## src/rtl/gfx_pkg.sv

```systemverilog
// gfx_pkg -- definitions shared by the graphics datapath blocks.
//
// Contents:
//   wr_bridge_state_t  : state encoding of the SDRAM write-burst bridge
//   PIXEL_W            : pixel width (RGB565)
//   BANK_*             : position of the SDRAM bank field inside a word
//                        address laid out as {bank[1:0], row, col}. The
//                        drawing primitives use these too.
package gfx_pkg;

  localparam int PIXEL_W   = 16;
  localparam int ADDR_W    = 24;
  localparam int COL_W     = 9;

  // Bank field sits in the top two address bits.
  localparam int BANK_W    = 2;
  localparam int BANK_LSB  = ADDR_W - BANK_W;
  localparam int BANK_MSB  = ADDR_W - 1;

  typedef enum logic [2:0] {
    ST_IDLE      = 3'd0,
    ST_REQ       = 3'd1,
    ST_DATA      = 3'd2,
    ST_WAIT_DONE = 3'd3,
    ST_FIN       = 3'd4
  } wr_bridge_state_t;

endpackage

```

## src/rtl/wr_burst_bridge_if.sv

```systemverilog
// wr_burst_bridge_if -- SDRAM controller write port.
//
// Signals:
//   sdram_wr_req       bridge -> ctrl  burst request
//   sdram_wr_addr      bridge -> ctrl  burst start word address
//   sdram_wr_len       bridge -> ctrl  burst length in words
//   sdram_wr_ack       ctrl -> bridge  request accepted
//   sdram_wr_data_req  ctrl -> bridge  one data word wanted this cycle
//   sdram_wr_data      bridge -> ctrl  data word (same cycle as data_req)
//   sdram_wr_done      ctrl -> bridge  burst finished
// Modports: master = bridge side, slave = controller side.
interface wr_burst_bridge_if
  import gfx_pkg::*;
#(
  parameter int ADDR_BITS  = ADDR_W,
  parameter int BURST_BITS = 10,
  parameter int DATA_BITS  = PIXEL_W
);

  logic                  sdram_wr_req;
  logic [ADDR_BITS-1:0]  sdram_wr_addr;
  logic [BURST_BITS-1:0] sdram_wr_len;
  logic                  sdram_wr_ack;
  logic                  sdram_wr_data_req;
  logic [DATA_BITS-1:0]  sdram_wr_data;
  logic                  sdram_wr_done;

  modport master (
    output sdram_wr_req, sdram_wr_addr, sdram_wr_len, sdram_wr_data,
    input  sdram_wr_ack, sdram_wr_data_req, sdram_wr_done
  );

  modport slave (
    input  sdram_wr_req, sdram_wr_addr, sdram_wr_len, sdram_wr_data,
    output sdram_wr_ack, sdram_wr_data_req, sdram_wr_done
  );

endinterface

```

## src/rtl/burst_len_clip.sv

```systemverilog
// burst_len_clip -- effective burst length: the smallest of the requested
// length, MAX_BURST_LEN and the words left in the current SDRAM page.
// Purely combinational; shared with the read bridge.
//
// Ports:
//   req_len  in   requested length
//   col      in   column part of the start address
//   len_eff  out  clipped length (always <= MAX_BURST_LEN)
module burst_len_clip #(
  parameter int BURST_BITS    = 10,
  parameter int COL_BITS      = 9,
  parameter int MAX_BURST_LEN = 128
) (
  input  logic [BURST_BITS-1:0] req_len,
  input  logic [COL_BITS-1:0]   col,
  output logic [BURST_BITS-1:0] len_eff
);

  // One extra bit so a full page (2^COL_BITS) is representable when col == 0.
  localparam int W = BURST_BITS + 1;
  localparam logic [W-1:0] PAGE_WORDS = W'(1 << COL_BITS);
  localparam logic [W-1:0] MAX_LEN    = W'(MAX_BURST_LEN);

  logic [W-1:0] req_ext;
  logic [W-1:0] page_room;
  logic [W-1:0] min_a;
  logic [W-1:0] min_b;

  assign req_ext   = {1'b0, req_len};
  assign page_room = PAGE_WORDS - W'(col);
  assign min_a     = (req_ext < MAX_LEN) ? req_ext : MAX_LEN;
  assign min_b     = (min_a < page_room) ? min_a : page_room;
  // min_b <= MAX_BURST_LEN, which fits in BURST_BITS.
  assign len_eff   = BURST_BITS'(min_b);

endmodule

```

## src/rtl/wr_burst_bridge.sv

```systemverilog
// wr_burst_bridge -- relays a drawing primitive's write burst to the SDRAM
// controller. The request is clipped at the page boundary and at
// MAX_BURST_LEN, so the primitive simply re-requests the remainder starting
// at its own (already advanced) address.
//
// Ports:
//   clk, rst_n               clock, synchronous active-low reset
//   write_burst_req          primitive burst request (held until finish)
//   addr, write_burst_len    burst start address / requested beats
//   rgb                      pixel for the current beat
//   write_burst_data_req     beat consumed; primitive advances next cycle
//   write_burst_data_finish  one-cycle pulse at burst end
//   busy                     bridge not idle
//   err_short                sticky: controller finished before all beats
//   sdram                    SDRAM controller write port (master side)
module wr_burst_bridge
  import gfx_pkg::*;
#(
  parameter int BURST_BITS    = 10,
  parameter int ADDR_BITS     = ADDR_W,
  parameter int DATA_BITS     = PIXEL_W,
  parameter int COL_BITS      = COL_W,
  parameter int MAX_BURST_LEN = 128
) (
  input  logic                  clk,
  input  logic                  rst_n,
  input  logic                  write_burst_req,
  input  logic [ADDR_BITS-1:0]  addr,
  input  logic [BURST_BITS-1:0] write_burst_len,
  input  logic [DATA_BITS-1:0]  rgb,
  output logic                  write_burst_data_req,
  output logic                  write_burst_data_finish,
  output logic                  busy,
  output logic                  err_short,
  wr_burst_bridge_if.master     sdram
);

  wr_bridge_state_t      state_reg, state_next;
  logic [ADDR_BITS-1:0]  addr_reg, addr_next;
  logic [BURST_BITS-1:0] len_reg, len_next;
  logic [BURST_BITS-1:0] beats_reg, beats_next;
  logic                  err_short_reg, err_short_next;

  logic [BURST_BITS-1:0] len_eff;
  logic                  beat;
  logic [BURST_BITS-1:0] beats_inc;

  burst_len_clip #(
    .BURST_BITS    (BURST_BITS),
    .COL_BITS      (COL_BITS),
    .MAX_BURST_LEN (MAX_BURST_LEN)
  ) u_clip (
    .req_len (write_burst_len),
    .col     (addr[COL_BITS-1:0]),
    .len_eff (len_eff)
  );

  // A controller data request becomes a beat only while beats remain;
  // surplus requests are dropped.
  assign beat      = (state_reg == ST_DATA) && sdram.sdram_wr_data_req &&
                     (beats_reg < len_reg);
  assign beats_inc = beats_reg + BURST_BITS'(beat);

  always_ff @(posedge clk) begin
    if (!rst_n) begin
      state_reg     <= ST_IDLE;
      addr_reg      <= '0;
      len_reg       <= '0;
      beats_reg     <= '0;
      err_short_reg <= 1'b0;
    end else begin
      state_reg     <= state_next;
      addr_reg      <= addr_next;
      len_reg       <= len_next;
      beats_reg     <= beats_next;
      err_short_reg <= err_short_next;
    end
  end

  always_comb begin
    state_next     = state_reg;
    addr_next      = addr_reg;
    len_next       = len_reg;
    beats_next     = beats_reg;
    err_short_next = err_short_reg;
    unique case (state_reg)
      ST_IDLE: begin
        if (write_burst_req) begin
          addr_next  = addr;
          len_next   = len_eff;
          beats_next = '0;
          state_next = (len_eff == '0) ? ST_FIN : ST_REQ;
        end
      end
      ST_REQ: begin
        if (sdram.sdram_wr_ack) state_next = ST_DATA;
      end
      ST_DATA: begin
        beats_next = beats_inc;
        // Judge completion on the count including this cycle's beat, so a
        // done arriving together with the last beat is not an error.
        if (beats_inc == len_reg) begin
          state_next = sdram.sdram_wr_done ? ST_FIN : ST_WAIT_DONE;
        end else if (sdram.sdram_wr_done) begin
          err_short_next = 1'b1;
          state_next     = ST_FIN;
        end
      end
      ST_WAIT_DONE: begin
        if (sdram.sdram_wr_done) state_next = ST_FIN;
      end
      ST_FIN: begin
        // A request still held here is picked up from IDLE next cycle.
        state_next = ST_IDLE;
      end
      default: state_next = ST_IDLE;
    endcase
  end

  assign sdram.sdram_wr_req  = (state_reg == ST_REQ);
  assign sdram.sdram_wr_addr = addr_reg;
  assign sdram.sdram_wr_len  = len_reg;
  assign sdram.sdram_wr_data = (state_reg == ST_DATA) ? rgb : '0;

  assign write_burst_data_req    = beat;
  assign write_burst_data_finish = (state_reg == ST_FIN);
  assign busy                    = (state_reg != ST_IDLE);
  assign err_short               = err_short_reg;

endmodule
```

## src/flat_wrapper.sv

```systemverilog
// flat-port wrapper written by rule: the top's interface ports become plain ports
module wr_burst_bridge_flat import gfx_pkg::*;
#(
  parameter int BURST_BITS    = 10,
  parameter int ADDR_BITS     = ADDR_W,
  parameter int DATA_BITS     = PIXEL_W,
  parameter int COL_BITS      = COL_W,
  parameter int MAX_BURST_LEN = 128
)
  (clk, rst_n, write_burst_req, addr, write_burst_len, rgb, write_burst_data_req, write_burst_data_finish, busy, err_short, sdram_sdram_wr_req, sdram_sdram_wr_addr, sdram_sdram_wr_len, sdram_sdram_wr_data, sdram_sdram_wr_ack, sdram_sdram_wr_data_req, sdram_sdram_wr_done);
  wr_burst_bridge_if #(.ADDR_BITS(ADDR_BITS), .BURST_BITS(BURST_BITS), .DATA_BITS(DATA_BITS)) sdram_i ();
  input  logic clk;
  input  logic rst_n;
  input  logic write_burst_req;
  input  logic [ADDR_BITS-1:0] addr;
  input  logic [BURST_BITS-1:0] write_burst_len;
  input  logic [DATA_BITS-1:0] rgb;
  output logic write_burst_data_req;
  output logic write_burst_data_finish;
  output logic busy;
  output logic err_short;
  output wire logic [$bits(sdram_i.sdram_wr_req)-1:0] sdram_sdram_wr_req;
  output wire logic [$bits(sdram_i.sdram_wr_addr)-1:0] sdram_sdram_wr_addr;
  output wire logic [$bits(sdram_i.sdram_wr_len)-1:0] sdram_sdram_wr_len;
  output wire logic [$bits(sdram_i.sdram_wr_data)-1:0] sdram_sdram_wr_data;
  input wire logic [$bits(sdram_i.sdram_wr_ack)-1:0] sdram_sdram_wr_ack;
  input wire logic [$bits(sdram_i.sdram_wr_data_req)-1:0] sdram_sdram_wr_data_req;
  input wire logic [$bits(sdram_i.sdram_wr_done)-1:0] sdram_sdram_wr_done;
  assign sdram_sdram_wr_req = sdram_i.sdram_wr_req;
  assign sdram_sdram_wr_addr = sdram_i.sdram_wr_addr;
  assign sdram_sdram_wr_len = sdram_i.sdram_wr_len;
  assign sdram_sdram_wr_data = sdram_i.sdram_wr_data;
  assign sdram_i.sdram_wr_ack = sdram_sdram_wr_ack;
  assign sdram_i.sdram_wr_data_req = sdram_sdram_wr_data_req;
  assign sdram_i.sdram_wr_done = sdram_sdram_wr_done;
  wr_burst_bridge #(.BURST_BITS(BURST_BITS), .ADDR_BITS(ADDR_BITS), .DATA_BITS(DATA_BITS), .COL_BITS(COL_BITS), .MAX_BURST_LEN(MAX_BURST_LEN)) u_core (.clk(clk), .rst_n(rst_n), .write_burst_req(write_burst_req), .addr(addr), .write_burst_len(write_burst_len), .rgb(rgb), .write_burst_data_req(write_burst_data_req), .write_burst_data_finish(write_burst_data_finish), .busy(busy), .err_short(err_short), .sdram(sdram_i));
endmodule
```

## config.mk

```make
export PLATFORM = sky130hd
export DESIGN_NAME = wr_burst_bridge_flat
export DESIGN_NICKNAME = d
export VERILOG_FILES = /design/src/rtl/gfx_pkg.sv /design/src/rtl/wr_burst_bridge_if.sv /design/src/rtl/burst_len_clip.sv /design/src/rtl/wr_burst_bridge.sv /design/src/flat_wrapper.sv
export SDC_FILE = /design/constraint.sdc
export NUM_CORES = 1
export LEC_CHECK = 0
export BUFFER_PORTS_ARGS = -buffer_cell sky130_fd_sc_hd__buf_2
export CAP_MARGIN = 30
export CORE_MARGIN = 2
export CORE_UTILIZATION = 50
export DETAILED_ROUTE_END_ITERATION = 10
export PLACE_DENSITY = 0.8
export SYNTH_ARGS = -nofsm -noshare
export SYNTH_HDL_FRONTEND = slang
export SYNTH_SLANG_ARGS = --single-unit
```

## constraint.sdc

```tcl
create_clock -name clk -period 6.9 [get_ports clk]
set_clock_uncertainty 0.15 [all_clocks]
set_input_delay 1.035 -clock clk [delete_from_list [all_inputs] [get_ports clk]]
set_output_delay 1.035 -clock clk [all_outputs]
set_load 0.02 [all_outputs]
```

=== Yosys cells after proc, flatten, opt, wreduce, memory -nomap -nowiden ===
Index checks and enable logic that the tools add are counted.
W data, S select, Z words.

* Register bits after elaboration: 48
* Logic and storage cells: 40

* Add/subtract/negate cells: 2
* $lt $le $gt $ge: 3
* Equality and inequality tests: 7
* Multiplexer cells: 12
* Bitwise gates (word level): 1
* Reductions and logical operators: 10

{| class="wikitable"
|+ Operator list
! operator !! count
|-
| $mux W10 || 3
|-
| $pmux W10 S2 || 1
|-
| $mux W3 || 6
|-
| $mux W16 || 1
|-
| $pmux W3 S4 || 1
|-
| $lt A10 B11 Y1 || 1
|-
| $sub A10 B9 Y11 const A || 1
|-
| $add A10 B1 Y10 || 1
|-
| $eq A10 B10 Y1 || 1
|-
| $logic_not A10 Y1 || 1
|-
| $lt A10 B10 Y1 || 1
|-
| $lt A10 B8 Y1 const B || 1
|-
| $eq A3 B2 Y1 const B || 2
|-
| $reduce_and A2 Y1 || 3
|-
| $eq A3 B1 Y1 const B || 1
|-
| $eq A3 B3 Y1 const B || 1
|-
| $logic_not A3 Y1 || 1
|-
| $reduce_and A3 Y1 || 1
|-
| $reduce_bool A3 Y1 || 1
|-
| $logic_and A1 B1 Y1 || 2
|-
| $ne A2 B1 Y1 const B || 1
|-
| $ne A2 B2 Y1 const B || 1
|-
| $reduce_bool A2 Y1 || 1
|-
| $not A1 Y1 || 1
|}

=== Longest topological paths before layout ===
* Depth in word-level cells: 8
* Depth in mapped cells: 15
* Gate-level depth less buffers: 15

=== Modules after synthesis ===
A second synthesis with hierarchy kept.

* Cells, all modules: 398
* Area total of the unflattened synthesis: 3019.1 µm²

{| class="wikitable"
|+ By module, submodules not included
! module !! instances !! cells each !! area each (µm²)
|-
| wr_burst_bridge || 1 || 328 || 2501.1
|-
| burst_len_clip || 1 || 70 || 518.0
|}

=== Worst setup path after synthesis ===
Ideal clock, no wire load.

* Path kind: input port to flip-flop
* Start: input port addr[0]
* End: register u_core.len_reg[2] (netlist: u_core.sdram.sdram_wr_len[2])
* Setup time: 0.066 ns
* Arrival: 3.597 ns
* Data required time: 6.684 ns
* Path slack: 3.087 ns
* Cell stages on the path: 14
* Path buffers: 1
* Cell sequence: inv_2 > ha_1 > inv_1 > nor3_1 > xnor2_1 > inv_1 > ha_1 > a21o_1 > a211o_1 > a221o_1 > or2_1 > buf_6 > mux2_4 > a21oi_2

* Cells in the longest elaborated chain, start to end: 3

{| class="wikitable"
|+ Ends and longest elaborated chain
! element !! RTL line !! text
|-
| start: declaration || flat_wrapper.sv:15 || <nowiki>input logic [ADDR_BITS-1:0] addr;</nowiki>
|-
| $sub A10 B9 Y11 * || burst_len_clip.sv:30 || <nowiki>assign page_room = PAGE_WORDS - W'(col);</nowiki>
|-
| $lt A10 B11 Y1 || burst_len_clip.sv:32 || <nowiki>assign min_b = (min_a < page_room) ? min_a : page_room;</nowiki>
|-
| $mux W10 * || burst_len_clip.sv:32 ||
|-
| end signal: assignment || wr_burst_bridge.sv:74 || <nowiki>len_reg <= len_next;</nowiki>
|-
| end: declaration || wr_burst_bridge.sv:40 || <nowiki>logic [BURST_BITS-1:0] len_reg, len_next;</nowiki>
|}

Every way passes the cells marked *; elsewhere a longest branch is shown, timed or not.
A chain may end at the register's enable or synchronous reset.

=== Worst setup path after layout ===
* Start: input port addr[2]
* End: register u_core.len_reg[7] (netlist: u_core.sdram.sdram_wr_len[7])

Same word-level chain as after synthesis.

==> flow_summary.toml <==
[status]
status = "finished clean"

[setup_path]
path_class = "in2reg"
cp.required_ps = 6980
cpMaxStageDelayCell = "or4_4"
cpPeakStageDelay_ps = 550
crit_cells = 10
critical_path.top_delay_family = "simple AND/OR/NAND/NOR gates"
crit_path_end = "u_core.sdram.sdram_wr_len[7]"
reg2regPathDepth = 12
path_buf_inv = 1
cp-start-kind = "input pin"
r2r-start = "u_core.state_reg[1]"
r2r_slack_ps = 3060
crit_chain = "buf_2, or4_4, nor4_1, xor2_1, ha_1, o2111a_1, nor3b_1, or2_1, mux2_4, a21oi_2"
cp-startpoint = "addr[2]"
path_max_fanout = 8
cp.arrival_ps = 4190
critPathCaptureType = "flip-flop"
worstReg2RegEnd = "u_core.state_reg[0]"

[synthesis]
avgSynthCellArea_um2 = 7.80
ys_ff_latch = 48
yosysWarnings = 0
synth_top_area_cell = "dfxtp_1"
syn-cell-area_mm2 = 0.00313
synth_top_area_share = 0.307
netlist_top_cells_area = "dfxtp_1 31%, nand2_1 8.8%, ha_1 8.4%"
ys_seq_area_frac = 0.307
async_flop_share = 0
synth_cells = 401
synthFlopType = "dfxtp_1"
synth_cell_types = 48
synth_edf_count = 0

[detailed_routing]
route.met2.wl_mm = 3.62
antenna_left = 0
dr.pass1.iters = 4
via_count = 3158
top_layer = "met4"
drc_errors = 0
wl_met3_um = 761
first_iter_violations = 156
wl_per_cell_um = 13.5
wirelength_mm = 7.80
vias_per_cell = 5.46
m1WireLength_mm = 3.30

[cells_and_area]
area_growth_pct = 22.7
drive_gt1_frac = 0.258
antenna_cells = 0
seqCellArea_um2 = 961
fill_cells = 544
multi_input_area_mm2 = 0.00201
finish.net_count = 579
final_core_util = 0.641
largest_reg_flops = 24

[cts]
cts_tree = "done"
root_buffer = "clkbuf_8"
clkTransAtPathRegs_ps = 90
numCtsBuffers = 5
clkLatencyLatePin_ps = 290
post_cts_buffers = 0
cts_resized = 0
h-tree-depth = 2
cts_max_path_buffers = 2
cts_hold_buf = 0
clkSinkCount = 48

[sta]
final_hold_viol_count = 0
grt_setup_unrepaired = "false"
tns_ps = 0
worst_pin_slew_ps = 901
maxSlewViolCount = 0
setup-violations-final = 0
period_needed_ps = 4110
slew_headroom = 0.395
fin_crit_sh = 0.596
fmax_mhz = 243

[global_route]
grt_pass1_wl_mm = 13.3
grt.total_usage = 0.226
grt_overflow = 0
grt_max_degree = 49
grt_pass1_vias = 3009
antenna_found_initial = 0

[job]
cap_violations = 0

[floorplan]
num_rows = 28
die_area_mm2 = 0.00691
die_x_um = 83.1
core_mm2 = 0.00599
die_h_um = 83.1
ioPinCount = 111
start_util = 0.522

[placement]
hpwl_mm = 6.09
portBuffers = 110
gp_congestion = 0.894

[power]
leakagePower_uw = 0.00180
p_per_area_mw_per_mm2 = 182
vdd_drop_max_uv = 145

[worst_hold_path]
hold_path.class = "reg2reg"
==> how the worst min path moves through the flow <==
stage,startpoint,to,slack (ps),cells past startpoint
finish,u_core.sdram.sdram_wr_addr[22],u_core.sdram.sdram_wr_addr[22],310,2
global route,u_core.sdram.sdram_wr_addr[22],u_core.sdram.sdram_wr_addr[22],340,2
CTS,u_core.sdram.sdram_wr_addr[22],u_core.sdram.sdram_wr_addr[22],320,2
detailed placement,u_core.sdram.sdram_wr_addr[22],u_core.sdram.sdram_wr_addr[22],310,2
global placement,u_core.err_short,u_core.err_short,290,2
floorplan,u_core.beats_reg[0],u_core.beats_reg[0],320,2
==> layout make-up <==
type,instances,share of cell area
clock inverters,1,0.00196
inverters,23,0.0225
repair buffers,113,0.155
multi-input cells,311,0.523
clock buffers,7,0.0225
flip-flops and latches,48,0.250
well taps,75,0.0244
==> report_power, final <==
part	total [µW]	switching, µW	internal (µW)
clock network	172	90.1	81.5
logic	214	130	84.3
registers	314	17.3	297
total	700	237	463
==> metrics by stage <==
| stage | hold WS (ps) | area, µm² | power, µW | setup WS (ps) | cells |
|---|---|---|---|---|---|
| floorplan | 317 | 3130 | 456 | 3090 | 402 |
| global placement | 286 | 3710 | 522 | 2700 | 568 |
| detailed placement | 309 | 3750 | 535 | 2540 | 570 |
| CTS | 321 | 3840 | 709 | 2860 | 578 |
| global route | 340 | 3840 | 746 | 2630 | 578 |
| finish | 314 | 3840 | 700 | 2790 | 578 |
==> cell usage in the layout, fill, tap and decap left out, types with 5 or more instances in the layout <==
| cell | synthesis | final |
|---|---|---|
| a21boi_0 | 26 | 26 |
| a21oi_1 | 14 | 14 |
| and3_1 | 6 | 6 |
| o21ai_0 | 17 | 17 |
| nor4_1 | 7 | 7 |
| nand2_1 | 73 | 73 |
| a21o_1 | 5 | 5 |
| clkbuf_8 | 0 | 6 |
| nor2_1 | 12 | 12 |
| xnor2_1 | 17 | 17 |
| ha_1 | 21 | 21 |
| nor2b_1 | 7 | 7 |
| buf_2 | 0 | 110 |
| xor2_1 | 7 | 7 |
| and2_1 | 27 | 27 |
| nand3_1 | 8 | 8 |
| nor3_1 | 14 | 13 |
| inv_1 | 22 | 22 |
| dfxtp_1 | 48 | 48 |
==> logic make-up (layout without fill, tap and decap cells) <==
logic type	after synthesis	in the layout	share of synthesized area
xor gates and xnor gates	24	24	0.0672
AOI/OAI and AO/OA	88	88	0.194
and+or+nand+nor	173	173	0.280
adders and majority gates	21	21	0.0840
DFF	48	48	0.307
buffers and inverters	43	144	0.0540
muxes	3	3	0.0128
other	1	2	0.00120
==> per-layer routing <==
metal  vias to the layer above  GRT usage
met2                       141      0.390
met4                         0     0.0611
li1                       1577          -
met1                      1427      0.269
met5                         -          0
met3                        13     0.0755
==> worst min-delay path: cells and delay by family (launching register included) <==
kind               cells  cell delay, ps
and+or+nand+nor        1              40
DFF                    1             310
AOI/OAI and AO/OA      1              60
==> cell usage after synthesis (all sizes together), types with 2 or more instances <==
master    n
nor4      7
xnor2    17
a221o     4
a31oi     2
inv      23
nand3     8
a2111oi   2
o31a      2
and3      6
o21a      3
mux2      2
nor2     12
a21boi   26
or3       3
a21oi    16
a21o      5
dfxtp    48
nand2    73
nor3b     3
xor2      7
o31ai     3
clkbuf   19
nor4b     2
o21ai    17
and2     27
ha       21
nor3     15
nand2b    3
nor2b     7
nand4     4
Power figures use the tool's default switching activity.
